File: src/rtl/svga_timing.sv
// Raster timing generator: 800x525-style scan counters, delayed sync/blank flags and
// same-cycle coordinates for a 512x384 text/graphics window inside the visible area.
module svga_timing #(
    parameter int H_ACTIVE   = 640,
    parameter int H_FP       = 16,
    parameter int H_SYNC     = 96,
    parameter int H_BP       = 48,
    parameter int V_ACTIVE   = 480,
    parameter int V_FP       = 10,
    parameter int V_SYNC     = 2,
    parameter int V_BP       = 33,
    parameter int WIN_X0     = 64,
    parameter int WIN_Y0     = 48,
    parameter int PIPE_DELAY = 4
) (
    input  logic       pixel_clock,
    input  logic       reset,
    output logic       hsync_n,
    output logic       vsync_n,
    output logic       video_on,
    output logic       show_border,
    output logic [6:0] char_column,
    output logic [6:0] char_line,
    output logic [4:0] subchar_line,
    output logic [3:0] subchar_pixel,
    output logic [8:0] graph_pixel,
    output logic [9:0] graph_line_2x,
    output logic [9:0] graph_line_3x,
    output logic       frame_tick
);
    localparam int HT    = H_ACTIVE + H_FP + H_SYNC + H_BP;
    localparam int VT    = V_ACTIVE + V_FP + V_SYNC + V_BP;
    localparam int HSPAN = (HT > WIN_X0 + 512) ? HT : WIN_X0 + 512;
    localparam int VSPAN = (VT > WIN_Y0 + 384) ? VT : WIN_Y0 + 384;
    localparam int HW    = $clog2(HSPAN + 1);
    localparam int VW    = $clog2(VSPAN + 1);
    localparam int PW    = (PIPE_DELAY > 0) ? PIPE_DELAY : 1;

    localparam logic [HW-1:0] L_H_ONE  = HW'(1);
    localparam logic [HW-1:0] L_H_LAST = HW'(HT - 1);
    localparam logic [HW-1:0] L_H_ACT  = HW'(H_ACTIVE);
    localparam logic [HW-1:0] L_HS_BEG = HW'(H_ACTIVE + H_FP);
    localparam logic [HW-1:0] L_HS_END = HW'(H_ACTIVE + H_FP + H_SYNC);
    localparam logic [HW-1:0] L_WX_BEG = HW'(WIN_X0);
    localparam logic [HW-1:0] L_WX_END = HW'(WIN_X0 + 512);
    localparam logic [VW-1:0] L_V_ONE  = VW'(1);
    localparam logic [VW-1:0] L_V_LAST = VW'(VT - 1);
    localparam logic [VW-1:0] L_V_ACT  = VW'(V_ACTIVE);
    localparam logic [VW-1:0] L_VS_BEG = VW'(V_ACTIVE + V_FP);
    localparam logic [VW-1:0] L_VS_END = VW'(V_ACTIVE + V_FP + V_SYNC);
    localparam logic [VW-1:0] L_WY_BEG = VW'(WIN_Y0);
    localparam logic [VW-1:0] L_WY_END = VW'(WIN_Y0 + 384);

    logic [HW-1:0] r_h;
    logic [VW-1:0] r_v;
    logic [HW-1:0] w_h_next;
    logic [VW-1:0] w_v_next;
    logic          r_run;
    logic          w_vwin_next;
    logic          w_win_next;
    logic          w_vo_next;
    logic          w_hs_next;
    logic          w_vs_next;
    logic          w_line_start;

    logic          r_frame_tick;
    logic          r_show_border;
    logic [8:0]    r_gp;
    logic          r_hs_raw;
    logic          r_vs_raw;
    logic          r_vo_raw;

    logic [9:0]    r_gl2;
    logic [9:0]    r_gl3;
    logic [1:0]    r_phase;
    logic [4:0]    r_sl;
    logic [6:0]    r_cl;

    logic [PW-1:0] r_hs_pipe;
    logic [PW-1:0] r_vs_pipe;
    logic [PW-1:0] r_vo_pipe;

    // Next raster position; the first cycle after reset holds (0,0) so the frame starts there.
    always_comb begin
        w_h_next = r_h;
        w_v_next = r_v;
        if (!r_run) begin
            w_h_next = '0;
            w_v_next = '0;
        end else if (r_h == L_H_LAST) begin
            w_h_next = '0;
            if (r_v == L_V_LAST) begin
                w_v_next = '0;
            end else begin
                w_v_next = r_v + L_V_ONE;
            end
        end else begin
            w_h_next = r_h + L_H_ONE;
        end
    end

    assign w_line_start = (w_h_next == '0);
    assign w_vwin_next  = (w_v_next >= L_WY_BEG) && (w_v_next < L_WY_END);
    assign w_win_next   = w_vwin_next && (w_h_next >= L_WX_BEG) && (w_h_next < L_WX_END);
    assign w_vo_next    = (w_h_next < L_H_ACT) && (w_v_next < L_V_ACT);
    assign w_hs_next    = (w_h_next >= L_HS_BEG) && (w_h_next < L_HS_END);
    assign w_vs_next    = (w_v_next >= L_VS_BEG) && (w_v_next < L_VS_END);

    // Scan counters plus per-pixel flags registered against the position they describe.
    always_ff @(posedge pixel_clock) begin
        if (reset) begin
            r_run         <= 1'b0;
            r_h           <= '0;
            r_v           <= '0;
            r_frame_tick  <= 1'b0;
            r_show_border <= 1'b0;
            r_gp          <= 9'd0;
            r_hs_raw      <= 1'b0;
            r_vs_raw      <= 1'b0;
            r_vo_raw      <= 1'b0;
        end else begin
            r_run         <= 1'b1;
            r_h           <= w_h_next;
            r_v           <= w_v_next;
            r_frame_tick  <= (w_h_next == '0) && (w_v_next == '0);
            r_show_border <= w_vo_next && !w_win_next;
            r_gp          <= w_win_next ? 9'(w_h_next - L_WX_BEG) : 9'd0;
            r_hs_raw      <= w_hs_next;
            r_vs_raw      <= w_vs_next;
            r_vo_raw      <= w_vo_next;
        end
    end

    // Window line counters step once per line; the 8/3 scale adds 2,3,3 via a mod-3 phase.
    always_ff @(posedge pixel_clock) begin
        if (reset) begin
            r_gl2   <= 10'd0;
            r_gl3   <= 10'd0;
            r_phase <= 2'd0;
            r_sl    <= 5'd0;
            r_cl    <= 7'd0;
        end else if (w_line_start) begin
            if (!w_vwin_next || (w_v_next == L_WY_BEG)) begin
                r_gl2   <= 10'd0;
                r_gl3   <= 10'd0;
                r_phase <= 2'd0;
                r_sl    <= 5'd0;
                r_cl    <= 7'd0;
            end else begin
                r_gl2   <= r_gl2 + 10'd1;
                r_gl3   <= r_gl3 + ((r_phase == 2'd0) ? 10'd2 : 10'd3);
                r_phase <= (r_phase == 2'd2) ? 2'd0 : r_phase + 2'd1;
                if (r_sl == 5'd23) begin
                    r_sl <= 5'd0;
                    r_cl <= r_cl + 7'd1;
                end else begin
                    r_sl <= r_sl + 5'd1;
                end
            end
        end
    end

    // Delay line aligning sync/blank with the downstream pixel pipeline.
    always_ff @(posedge pixel_clock) begin
        if (reset) begin
            r_hs_pipe <= '0;
            r_vs_pipe <= '0;
            r_vo_pipe <= '0;
        end else begin
            r_hs_pipe[0] <= r_hs_raw;
            r_vs_pipe[0] <= r_vs_raw;
            r_vo_pipe[0] <= r_vo_raw;
            for (int i = 1; i < PW; i++) begin
                r_hs_pipe[i] <= r_hs_pipe[i-1];
                r_vs_pipe[i] <= r_vs_pipe[i-1];
                r_vo_pipe[i] <= r_vo_pipe[i-1];
            end
        end
    end

    assign hsync_n       = (PIPE_DELAY == 0) ? !r_hs_raw : !r_hs_pipe[PW-1];
    assign vsync_n       = (PIPE_DELAY == 0) ? !r_vs_raw : !r_vs_pipe[PW-1];
    assign video_on      = (PIPE_DELAY == 0) ?  r_vo_raw :  r_vo_pipe[PW-1];
    assign show_border   = r_show_border;
    assign frame_tick    = r_frame_tick;
    assign graph_pixel   = r_gp;
    assign subchar_pixel = r_gp[3:0];
    assign char_column   = {2'b00, r_gp[8:4]};
    assign graph_line_2x = r_gl2;
    assign graph_line_3x = r_gl3;
    assign subchar_line  = r_sl;
    assign char_line     = r_cl;
endmodule

File: config.mk
export PLATFORM = sky130hd
export DESIGN_NAME = svga_timing
export DESIGN_NICKNAME = d
export VERILOG_FILES = /design/src/rtl/svga_timing.sv
export SDC_FILE = /design/constraint.sdc
export NUM_CORES = 1
export LEC_CHECK = 0
export ABC_AREA = 1
export CORE_MARGIN = 3
export CORE_UTILIZATION = 45
export CTS_CLUSTER_SIZE = 16
export DETAILED_ROUTE_END_ITERATION = 16
export PLACE_DENSITY = 0.8
export SYNTH_ARGS = -nofsm -noshare
export SYNTH_HDL_FRONTEND = slang
export SYNTH_SLANG_ARGS = --single-unit
File: constraint.sdc
create_clock -name pixel_clock -period 3.3 [get_ports pixel_clock]
set_clock_uncertainty 0.15 [all_clocks]
set_input_delay 0.66 -clock pixel_clock [delete_from_list [all_inputs] [get_ports pixel_clock]]
set_output_delay 0.66 -clock pixel_clock [all_outputs]
set_load 0.01 [all_outputs]
==> PnR_summary.wiki, run 1 <==
{| class="wikitable"
! Metric !! Value
|-
| Result of the run || completed
|-
| EDFF count, synth || 0
|-
| Yosys Warn Count || 0
|-
| Fraction of layout instances using a drive strength above 1 || 10.6%
|-
| Mean area per synthesized cell || roughly 7.2 um^2
|-
| Setup violation total in the final timing report || 0
|-
| Accumulated negative setup slack || 0 ps
|-
| Number of buffers between clock root and the deepest sink || 2
|-
| Die ar. || 0.0104 mm^2
|-
| Pins Over Slew Limit || 0
|-
| RSZ-0062 raised after global routing || false
|-
| Fraction of registers with async set or reset after synthesis || 0%
|-
| Xor and xnor area share after synthesis || between 3 and 4%
|-
| Instance area after placement || roughly 0.0047 mm^2
|-
| Routability congestion estimate from global placement || between 0.9 and 1
|-
| Hold Vio Cnt, Final || 0
|-
| Fraction of the mapped netlist area in simple logic gates || between 30% and 40%
|-
| Number of diodes added for antenna fixing || 0
|-
| Element type at the critical path end || register
|-
| CTS H-tree lvls || 3
|-
| Highest fanout seen on the critical path || 18
|-
| Maximum frequency from static timing analysis || approximately 0.34 GHz
|-
| Number of global-route vias before repair || 3745
|-
| Leakage power total || between 2 and 2.5 nW
|-
| Final ANT Viol Nets || 0
|-
| VDD IR-drop max || between 0.2 and 0.3 mV
|-
| Number of ports placed on the die boundary || slightly below 60
|-
| Routed WL || slightly below 10000 um
|-
| Horiz. Die Dim || approximately 100 um
|-
| Total grt overflow || 0
|-
| Layout Cell Area excl Fill || between 0.004 and 0.005 mm^2
|-
| PD cells || a little over 400 mW/mm^2
|-
| Number of post-CTS setup repair buffers || 0
|-
| Min Clock Period, post-route || 2950 ps
|-
| Post-synthesis cell area || roughly 0.0041 mm^2
|-
| Mux share of post-synthesis cell area || 0%
|-
| Port Buffers || 56
|-
| Clock latency on the worst-skew pair || roughly 350 ps
|-
| Count of routing violations after the opening detailed-route iteration || 220
|-
| Core Util, Final || 56.1%
|-
| First-pass detailed-route iteration total || 5
|-
| Max capacitance violation total || 0
|-
| Worst min path class || register to register
|-
| DR vias || between 3000 and 4000
|-
| Final Hold Slack || 250 ps
|-
| Overall Global Routing Usage || 19.5%
|-
| Required time at the worst-slack endpoint || 3400 ps
|-
| TritonCTS clock tree || built
|-
| Clock Tree Root || clkbuf_8
|-
| Global-route wire length before repair || 16300 um
|-
| Starting density of the core || 46.9%
|-
| Fraction of the mapped netlist area in compound gates || between 5 and 6%
|-
| Clk slew on worst S/H paths || ~80 ps
|-
| Number of antenna violations at the first check in global routing || 0
|-
| Die boundary height || ~100 um
|-
| Tot Pwr || ~2 mW
|-
| Core Region || about 0.0088 mm^2
|-
| Type of the worst setup path || register to register
|-
| Nature of the critical path startpoint || register
|-
| Dpl hpwl || just over 7000 um
|-
| Cts bufs inserted || 9
|-
| Layout net count || between 600 and 700
|-
| Fraction of the cycle the final worst path needs || around nine tenths
|-
| Number of synthesized register bits || 81
|-
| Dominant synthesized flop cell || dfxtp_1
|-
| Routed wire length per instance || between 10 and 15 um
|-
| Post-Synth Adder-Cell Area || between 3 and 4%
|-
| Dominant combinational cell family by area after synthesis || simple AND/OR/NAND/NOR gates
|-
| Gate Count Post-Synth || 577
|-
| Post-synthesis to final-layout area growth || 19.6%
|-
| Pin count of the biggest net entering global routing || 39
|-
| Hold-fix buffers at CTS || 0
|-
| CTS sink cnt || 81
|-
| Core Rows || 34
|-
| Count of distinct cell types in the synthesized netlist || 42
|-
| Sequential fraction of the synthesis area || around two fifths
|-
| Vias per cell || 5.06
|-
| Number of remaining DRC errors || 0
|-
| Critical path data arrival time || around 3000 ps
|}
==> cells in the mapped netlist (2+ instances only) <==
cell | n | area share [%]
xnor2_1 | 2 | 0.42
nand3_1 | 48 | 5.8
nand4_1 | 10 | 1.5
clkbuf_1 | 3 | 0.27
a21oi_1 | 16 | 1.9
a31o_2 | 2 | 0.42
nor3_2 | 3 | 0.72
inv_1 | 70 | 6.3
nand2_4 | 4 | 1.1
nor2_2 | 6 | 0.91
or2_2 | 3 | 0.45
buf_2 | 2 | 0.24
nand3b_1 | 2 | 0.36
nand2_1 | 117 | 11
o211ai_1 | 2 | 0.36
o21ai_1 | 3 | 0.36
nand2_2 | 6 | 0.91
buf_4 | 11 | 2.0
ha_1 | 13 | 3.9
nand3_2 | 3 | 0.72
xor2_1 | 13 | 2.7
nor2_1 | 108 | 9.8
o21ai_0 | 8 | 0.97
buf_1 | 3 | 0.27
nor2_4 | 12 | 3.3
dfxtp_1 | 81 | 39
inv_2 | 6 | 0.54
nor3_1 | 6 | 0.72
==> worst max-delay path, stage by stage, from the launching register on <==
cell	delay [ps]
dfxtp_1	400
ha_1	230
nand2_2	90
nor2_4	170
inv_2	80
nor2_1	190
nor3_2	110
inv_1	140
ha_1	180
nand3_1	120
nor2_4	190
nand2_4	170
inv_4	230
nand2_1	110
xor2_1	250
nor2_4	30
==> area by class of cell <==
cell class / count / area (um^2)
sequential: 81 / 1620
clock inverter: 5 / 104
timing repair buffer: 58 / 576
inverter: 77 / 292
fill: 800 / 3890
tap: 108 / 135
clock buffer: 10 / 128
multi-input combinational: 399 / 2100
==> logic make-up after synthesis <==
| group | count (synthesis) |
|---|---|
| AOI/OAI and AO/OA | 38 |
| xor gates and xnor gates | 15 |
| adders and majority gates | 13 |
| buffers and inverters | 98 |
| DFF | 81 |
| other | 1 |
| and+or+nand+nor | 331 |
==> registers in the layout, indices dropped and copies added, names as in the netlist, 2 cells and up <==
signal / count
r_vo_pipe: 4
r_vs_pipe: 4
r_v: 10
graph_line_3x: 10
subchar_line: 5
r_phase: 2
r_h: 10
char_line: 7
r_hs_pipe: 4
graph_line_2x: 10
graph_pixel: 9
==> cells in the final DEF (no fill, tap or decap), types with 10 or more instances in the layout <==
master / synthesis / layout
a21oi_1: 16 / 16
inv_1: 70 / 70
xor2_1: 13 / 13
nand4_1: 10 / 10
ha_1: 13 / 13
nor2_4: 12 / 12
clkdlybuf4s50_1: 0 / 56
nand3_1: 48 / 48
dfxtp_1: 81 / 81
nand2_1: 117 / 117
nor2_1: 108 / 108
==> final timing paths <==
kind                                           from                            to  slack (ps)  cells after the start
worst max-delay path              r_h[0]$_SDFF_PP0_  subchar_line[2]$_SDFFE_PP0P_         350                     15
worst min-delay path            r_vo_raw$_SDFF_PP0_       r_vo_pipe[0]$_SDFF_PP0_         250                      2
worst max register to register    r_h[0]$_SDFF_PP0_  subchar_line[2]$_SDFFE_PP0P_         350                     15
worst min register to register  r_vo_raw$_SDFF_PP0_       r_vo_pipe[0]$_SDFF_PP0_         250                      2
==> repair_timing <==
| action | 4_1_cts | 5_1_grt |
|---|---|---|
| endpoints found under the hold margin | 0 | 0 |
| resized for setup | 0 | 2 |
| setup endpoints to repair | 0 | 19 |
==> where the power goes <==
group | total (mW) | switching (mW) | internal [mW]
sequential | 1.01 | 0.0148 | 0.992
combinational | 0.139 | 0.0898 | 0.0497
clock | 0.859 | 0.359 | 0.500
total | 2.01 | 0.463 | 1.54
==> routing by layer <==
layer | global-route usage [%] | routed length (um) | vias up
met4 | 6.16 | 102 | 0
met5 | 0 | 0 | -
met1 | 23.8 | 4280 | 1728
met3 | 4.30 | 474 | 9
li1 | - | - | 1890
met2 | 34.4 | 4830 | 105
==> per-stage QoR <==
stage	setup slack, ps	instances
CTS	164	738
finish	355	738
global route	33.0	738
floorplan	733	578
global placement	419	723
detailed placement	215	723
Power figures use the tool's default switching activity.
==> run 2, diff against run 1 <==
--- a/config.mk
+++ b/config.mk
@@ -6,11 +6,12 @@
 export NUM_CORES = 1
 export LEC_CHECK = 0
 export ABC_AREA = 1
+export CAP_MARGIN = 20
 export CORE_MARGIN = 3
 export CORE_UTILIZATION = 45
 export CTS_CLUSTER_SIZE = 16
 export DETAILED_ROUTE_END_ITERATION = 16
-export PLACE_DENSITY = 0.8
+export PLACE_DENSITY = 0.83
 export SYNTH_ARGS = -nofsm -noshare
 export SYNTH_HDL_FRONTEND = slang
 export SYNTH_SLANG_ARGS = --single-unit
==> constraint.sdc (replaced) <==
create_clock -name pixel_clock -period 2.7 [get_ports pixel_clock]
set_clock_uncertainty 0.15 [all_clocks]
set_input_delay 0.54 -clock pixel_clock [delete_from_list [all_inputs] [get_ports pixel_clock]]
set_output_delay 0.54 -clock pixel_clock [all_outputs]
set_load 0.01 [all_outputs]
==> run 2 against run 1 <==
Effect of this change:
- register-to-register slack worse by 250 ps
- critical path depth up 1
- hold slack improved by 3.3 ps
- largest power group unchanged
==> PnR_summary.wiki, run 2 (same netlist as run 1, synthesis figures left out) <==
{| class="wikitable"
! Metric !! Value
|-
| Leakage power total || between 2 and 2.5 nW
|-
| Pins Over Slew Limit || 0
|-
| Number of antenna violations at the first check in global routing || 0
|-
| R2r setup slk || 110 ps
|-
| Number of buffers between clock root and the deepest sink || 2
|-
| Final Hold Slack || between 200 and 300 ps
|-
| Starting density of the core || 46.9%
|-
| Post-synthesis to final-layout area growth || 25.5%
|-
| Final ANT Viol Nets || 0
|-
| Min Clock Period, post-route || ~2600 ps
|-
| Maximum frequency from static timing analysis || between 0.3 and 0.4 GHz
|-
| Capture endpoint of the worst hold path || r_vo_pipe[3]$_SDFF_PP0_
|-
| Element type at the critical path end || register
|-
| Nature of the critical path startpoint || register
|-
| Number of ports placed on the die boundary || 59
|-
| Routability congestion estimate from global placement || roughly 0.95
|-
| Hold Startpoint || r_vo_pipe[2]$_SDFF_PP0_
|-
| Dpl hpwl || around 7400 um
|-
| Layout Cell Area excl Fill || about 0.0052 mm^2
|-
| VDD IR-drop max || approximately 0.24 mV
|-
| Result of the run || completed
|-
| DR vias || 3895
|-
| Number of global-route vias before repair || between 3000 and 4000
|-
| Number of remaining DRC errors || 0
|-
| Critical path data arrival time || around 2700 ps
|-
| Number of diodes added for antenna fixing || 0
|-
| Core Rows || 34
|-
| Count of cells along the worst register-to-register path || 16
|-
| Pre-CTS WS || -79.8 ps
|-
| Core Region || between 0.008 and 0.009 mm^2
|-
| PD cells || 476 mW/mm^2
|-
| Min-Delay Path Depth || 2
|-
| RSZ-0062 raised after global routing || true
|-
| Reg-to-reg critical path startpoint || r_h[0]$_SDFF_PP0_
|-
| Die boundary height || between 100 and 150 um
|-
| Accumulated negative setup slack || 0 ps
|-
| Routed wire length per instance || 13.6 um
|-
| TritonCTS clock tree || built
|-
| First-pass detailed-route iteration total || 5
|-
| Hold Vio Cnt, Final || 0
|-
| Setup slack of the critical path after layout || about 110 ps
|-
| Worst slew margin relative to its limit || between 60 and 70%
|-
| Worst min path class || register to register
|-
| R2R Path End || graph_pixel[8]$_SDFF_PP0_
|-
| Transition time at the pin with the least slew margin || roughly 490 ps
|-
| Leading cell types in the layout, fill and taps excluded || nand2_1, nor2_1, dfxtp_1
|-
| Port Buffers || 56
|-
| Horiz. Die Dim || between 100 and 150 um
|-
| CP max stage delay || 360 ps
|-
| Clock latency on the worst-skew pair || about 350 ps
|-
| Required time at the worst-slack endpoint || approximately 2800 ps
|-
| Gate family responsible for the most delay along the worst path || simple AND/OR/NAND/NOR gates
|-
| Total buffers and inverters traversed by the critical path || 4
|-
| Overall Global Routing Usage || between 10% and 20%
|-
| Vias per cell || between 5 and 6
|-
| Pin count of the biggest net entering global routing || 39
|-
| Clock Tree Root || clkbuf_8
|-
| Routed WL || approximately 10000 um
|-
| Max capacitance violation total || 0
|-
| Total grt overflow || 0
|-
| Cts bufs inserted || 9
|-
| Type of the worst setup path || register to register
|-
| Hold-fix buffers at CTS || 0
|-
| CTS H-tree lvls || 3
|-
| Layout net count || between 600 and 700
|-
| Count of routing violations after the opening detailed-route iteration || 277
|-
| Die ar. || roughly 0.010 mm^2
|-
| Global-route wire length before repair || between 15000 and 20000 um
|-
| Most frequent standard cell in the layout excluding fill and tap cells || nand2_1
|-
| Fraction of the cycle the final worst path needs || a little over nine tenths
|-
| Fraction of layout instances using a drive strength above 1 || roughly 17%
|-
| Instance area after placement || 0.00478 mm^2
|-
| Worst-path cell with the longest stage delay || dfxtp_2
|-
| CTS sink cnt || slightly above 80
|-
| Chain of cells forming the critical path || ha_4, nand2_2, nor2_4, inv_2, nor2_4, nor3_2, inv_1, buf_4, ha_2, nand2_2, buf_4, nand2_1, nand2_1, nor3_4, nand2_4, a21oi_2
|-
| Setup violation total in the final timing report || 0
|-
| Highest fanout seen on the critical path || 5
|-
| Clk slew on worst S/H paths || 80 ps
|}
## run 2: cell types whose count changed in the layout (fill, tap and decap cells not counted), sizes merged
cell / delta
clkinv: +1
nand2: +1
buf: +16
inv: -1
## run 2: layout make-up
cell class / instances / area, um^2
Inverter: 77 / 294
Timing Repair Buffer: 74 / 696
Clock buffer: 10 / 138
Multi-Input combinational cell: 400 / 2210
Tap cell: 108 / 135
Sequential cell: 81 / 1630
Fill cell: 762 / 3650
Clock inverter: 5 / 104
## run 2: repair_timing
item | 4_1_cts | 5_1_grt
endpoints found under the setup margin | 19 | 44
buffers inserted | 1 | 6
endpoints found under the hold margin | 0 | 0
cloned | 0 | 1
resized for setup | 4 | 32
pin swaps | 2 | 8
## run 2: power by group
| group | switching [mW] | internal, mW |
|---|---|---|
| Sequential | 0.0183 | 1.21 |
| Clock | 0.428 | 0.634 |
| Combinational | 0.116 | 0.0677 |
## run 2: metrics by stage
step / utilization (%) / cells / power [mW]
6_report: 58.8 / 755 / 2.48
5_1_grt: 58.8 / 755 / 2.57
4_1_cts: 57.1 / 748 / 2.49
3_5_place_dp: 54.0 / 732 / 1.43
3_3_place_gp: 54.0 / 732 / 1.42
2_1_floorplan: - / 578 / 1.38
## run 2: routing by layer
metal	global-route usage [%]	wire length, um	vias up
li1	-	-	1926
met1	22.8	4210	1764
met2	35.3	5100	166
met3	4.98	625	39
met4	7.97	298	0
met5	0	0	-
## run 2: worst max-delay path by stage
stage / slack, ps / start / endpoint / cells past startpoint
detailed placement: -80 / r_h[1]$_SDFF_PP0_ / graph_line_3x[5]$_SDFFE_PP0P_ / 15
CTS: 0.4 / r_h[1]$_SDFF_PP0_ / graph_line_3x[8]$_SDFFE_PP0P_ / 17
floorplan: 130 / r_h[0]$_SDFF_PP0_ / subchar_line[0]$_SDFFE_PP0P_ / 14
finish: 110 / r_h[0]$_SDFF_PP0_ / graph_pixel[8]$_SDFF_PP0_ / 16
global placement: 80 / r_h[1]$_SDFF_PP0_ / graph_line_3x[5]$_SDFFE_PP0P_ / 15
global route: -80 / r_h[1]$_SDFF_PP0_ / graph_pixel[8]$_SDFF_PP0_ / 14
## run 2: tightest hold or removal path, stage by stage, from the launching register on
cell	delay, ps
dfxtp_1	300
inv_1	40
nor2_1	30
==> run 3, diff against run 2 <==
--- a/config.mk
+++ b/config.mk
@@ -12,6 +12,7 @@
 export CTS_CLUSTER_SIZE = 16
 export DETAILED_ROUTE_END_ITERATION = 16
 export PLACE_DENSITY = 0.83
+export SETUP_SLACK_MARGIN = 0.5
 export SYNTH_ARGS = -nofsm -noshare
 export SYNTH_HDL_FRONTEND = slang
 export SYNTH_SLANG_ARGS = --single-unit
==> run 3 against run 2 <==
Effect of this change:
- the run now ends with negative setup slack left
- clock power fell by 11%
- power fell by 1.4%
- core utilization rose by 7.1 points
- non-clock buffer count rose by 41
- register-to-register slack got worse by 120 ps
- largest cell class unchanged
- largest power group unchanged
==> PnR_summary.wiki, run 3 (same netlist as run 1, synthesis figures left out) <==
{| class="wikitable"
! Metric !! Value
|-
| Global-route wire length before repair || just under 20000 um
|-
| Setup violation total in the final timing report || 1
|-
| Core Util, Final || about two thirds
|-
| Critical Path Most Common Cell || nand2_1
|-
| Routed WL || 12200 um
|-
| Highest fanout seen on the critical path || 5
|-
| Count of routing violations after the opening detailed-route iteration || 347
|-
| Final Hold Slack || roughly 250 ps
|-
| Die boundary height || between 100 and 150 um
|-
| Overall Global Routing Usage || ~23%
|-
| Setup slack of the critical path after layout || -15.7 ps
|-
| Post-synthesis to final-layout area growth || 40.6%
|-
| Fraction of layout instances using a drive strength above 1 || between 20% and 30%
|-
| DR vias || 4276
|-
| Routed wire length per instance || 15.2 um
|-
| Leading cell types in the layout, fill and taps excluded || nand2_1, nor2_1, dfxtp_1
|-
| Max capacitance violation total || 0
|-
| CTS H-tree lvls || 3
|-
| Worst-path cell with the longest stage delay || dfxtp_4
|-
| Dpl hpwl || around 7100 um
|-
| Result of the run || finished with violations
|-
| Hold Startpoint || r_hs_pipe[0]$_SDFF_PP0_
|-
| Final ANT Viol Nets || 0
|-
| Maximum frequency from static timing analysis || 0.368 GHz
|-
| Min-Delay Path Depth || 2
|-
| Failing checks || negative setup slack
|-
| Number of ports placed on the die boundary || 59
|-
| VDD IR-drop max || ~0.30 mV
|-
| CP max stage delay || between 300 and 400 ps
|-
| Number of remaining DRC errors || 0
|-
| Nature of the critical path startpoint || register
|-
| Clk slew on worst S/H paths || 90 ps
|-
| Worst slew margin relative to its limit || 64.2%
|-
| Clock Tree Root || clkbuf_8
|-
| Pre-CTS WS || 110 ps
|-
| Number of diodes added for antenna fixing || 0
|-
| Clock latency on the worst-skew pair || approximately 360 ps
|-
| Core Rows || 34
|-
| Start point of the critical path || r_h[0]$_SDFF_PP0_
|-
| Fraction of the cycle the final worst path needs || 101%
|-
| Vias per cell || between 5 and 6
|-
| Pin count of the biggest net entering global routing || 39
|-
| Fillers || 637
|-
| Layout net count || 702
|-
| Critical path data arrival time || 2840 ps
|-
| Core Region || just under 0.009 mm^2
|-
| Horiz. Die Dim || 102 um
|-
| Pins Over Slew Limit || 0
|-
| Gate family responsible for the most delay along the worst path || simple AND/OR/NAND/NOR gates
|-
| Leakage power total || 2.41 nW
|-
| Transition time at the pin with the least slew margin || between 500 and 600 ps
|-
| First-pass detailed-route iteration total || 5
|-
| Hold Vio Cnt, Final || 0
|-
| Number of global-route vias before repair || roughly 4200
|-
| Chain of cells forming the critical path || ha_4, buf_4, a31o_2, nand3_1, a21boi_1, nand2_1, o21ai_0, nand2_1, nor3_4, nand2_2, nor2_1
|-
| RSZ-0062 raised after global routing || true
|-
| Cts bufs inserted || 9
|-
| Number of antenna violations at the first check in global routing || 0
|-
| CTS sink cnt || 81
|-
| Crit path depth || 11
|-
| Routability congestion estimate from global placement || 0.970
|-
| Count of cells along the worst register-to-register path || 11
|-
| Starting density of the core || 46.9%
|-
| Required time at the worst-slack endpoint || between 2000 and 3000 ps
|-
| Die ar. || 0.0104 mm^2
|-
| Element type at the critical path end || register
|-
| Tot Pwr || between 2 and 2.5 mW
|-
| Reg-to-reg critical path startpoint || r_h[0]$_SDFF_PP0_
|-
| PD cells || 419 mW/mm^2
|-
| Most frequent standard cell in the layout excluding fill and tap cells || nand2_1
|-
| TritonCTS clock tree || built
|-
| Type of the worst setup path || register to register
|-
| Min Clock Period, post-route || 2720 ps
|-
| Accumulated negative setup slack || -15.7 ps
|-
| Port Buffers || 56
|-
| Total buffers and inverters traversed by the critical path || 1
|-
| Worst min path class || register to register
|-
| Number of buffers between clock root and the deepest sink || 2
|-
| Total grt overflow || 0
|}
[run 3: power breakdown]
| group | total [mW] | internal (mW) | switching, mW |
|---|---|---|---|
| Clock | 0.944 | 0.458 | 0.486 |
| Combinational | 0.263 | 0.113 | 0.150 |
| Sequential | 1.23 | 1.21 | 0.0213 |
| Total | 2.44 | 1.78 | 0.657 |
[run 3: repair_timing]
action / CTS / global route
pin swaps: 18 / 29
setup buffers: 42 / 9
endpoints found under the hold margin: 0 / 0
cloned: 4 / 1
resized for setup: 52 / 42
hold buffers: 0 / 0
setup endpoints to repair: 45 / 49
[run 3: final timing paths]
kind / to / slack (ps)
hold reg to reg: r_hs_pipe[1]$_SDFF_PP0_ / 250
setup reg to reg: graph_pixel[2]$_SDFF_PP0_ / -20
hold / removal: r_hs_pipe[1]$_SDFF_PP0_ / 250
setup / recovery: graph_pixel[2]$_SDFF_PP0_ / -20
[run 3: layer usage]
metal / part of all wire, % / track usage [%]
met2: 50 / 39.1
met1: 38 / 27.1
met3: 7.1 / 5.53
met4: 4.1 / 12.3
met5: 0 / 0
[run 3: worst register-to-register path, cell delays in order (launching register included)]
cell and delay, ps:
dfxtp_4 360, ha_4 160, buf_4 130, a31o_2 230, nand3_1 250, a21boi_1 300
nand2_1 70, o21ai_0 220, nand2_1 160, nor3_4 230, nand2_2 170, nor2_1 200
[run 3: metrics by stage]
stage          cell area, um^2  std cells
2_1_floorplan             4230        578
3_3_place_gp              4830        728
3_5_place_dp              4830        728
4_1_cts                   5600        790
5_1_grt                   5830        800
6_report                  5830        800
[run 3: layout make-up]
class                   count  area [um^2]  area share (%)
multi-input cells         403         2500            42.9
flip-flops and latches     81         1630            28.0
repair buffers            115         1040            17.9
inverters                  77          314            5.39
clock buffers              11          141            2.43
well taps                 108          135            2.32
clock inverters             5         62.6            1.07
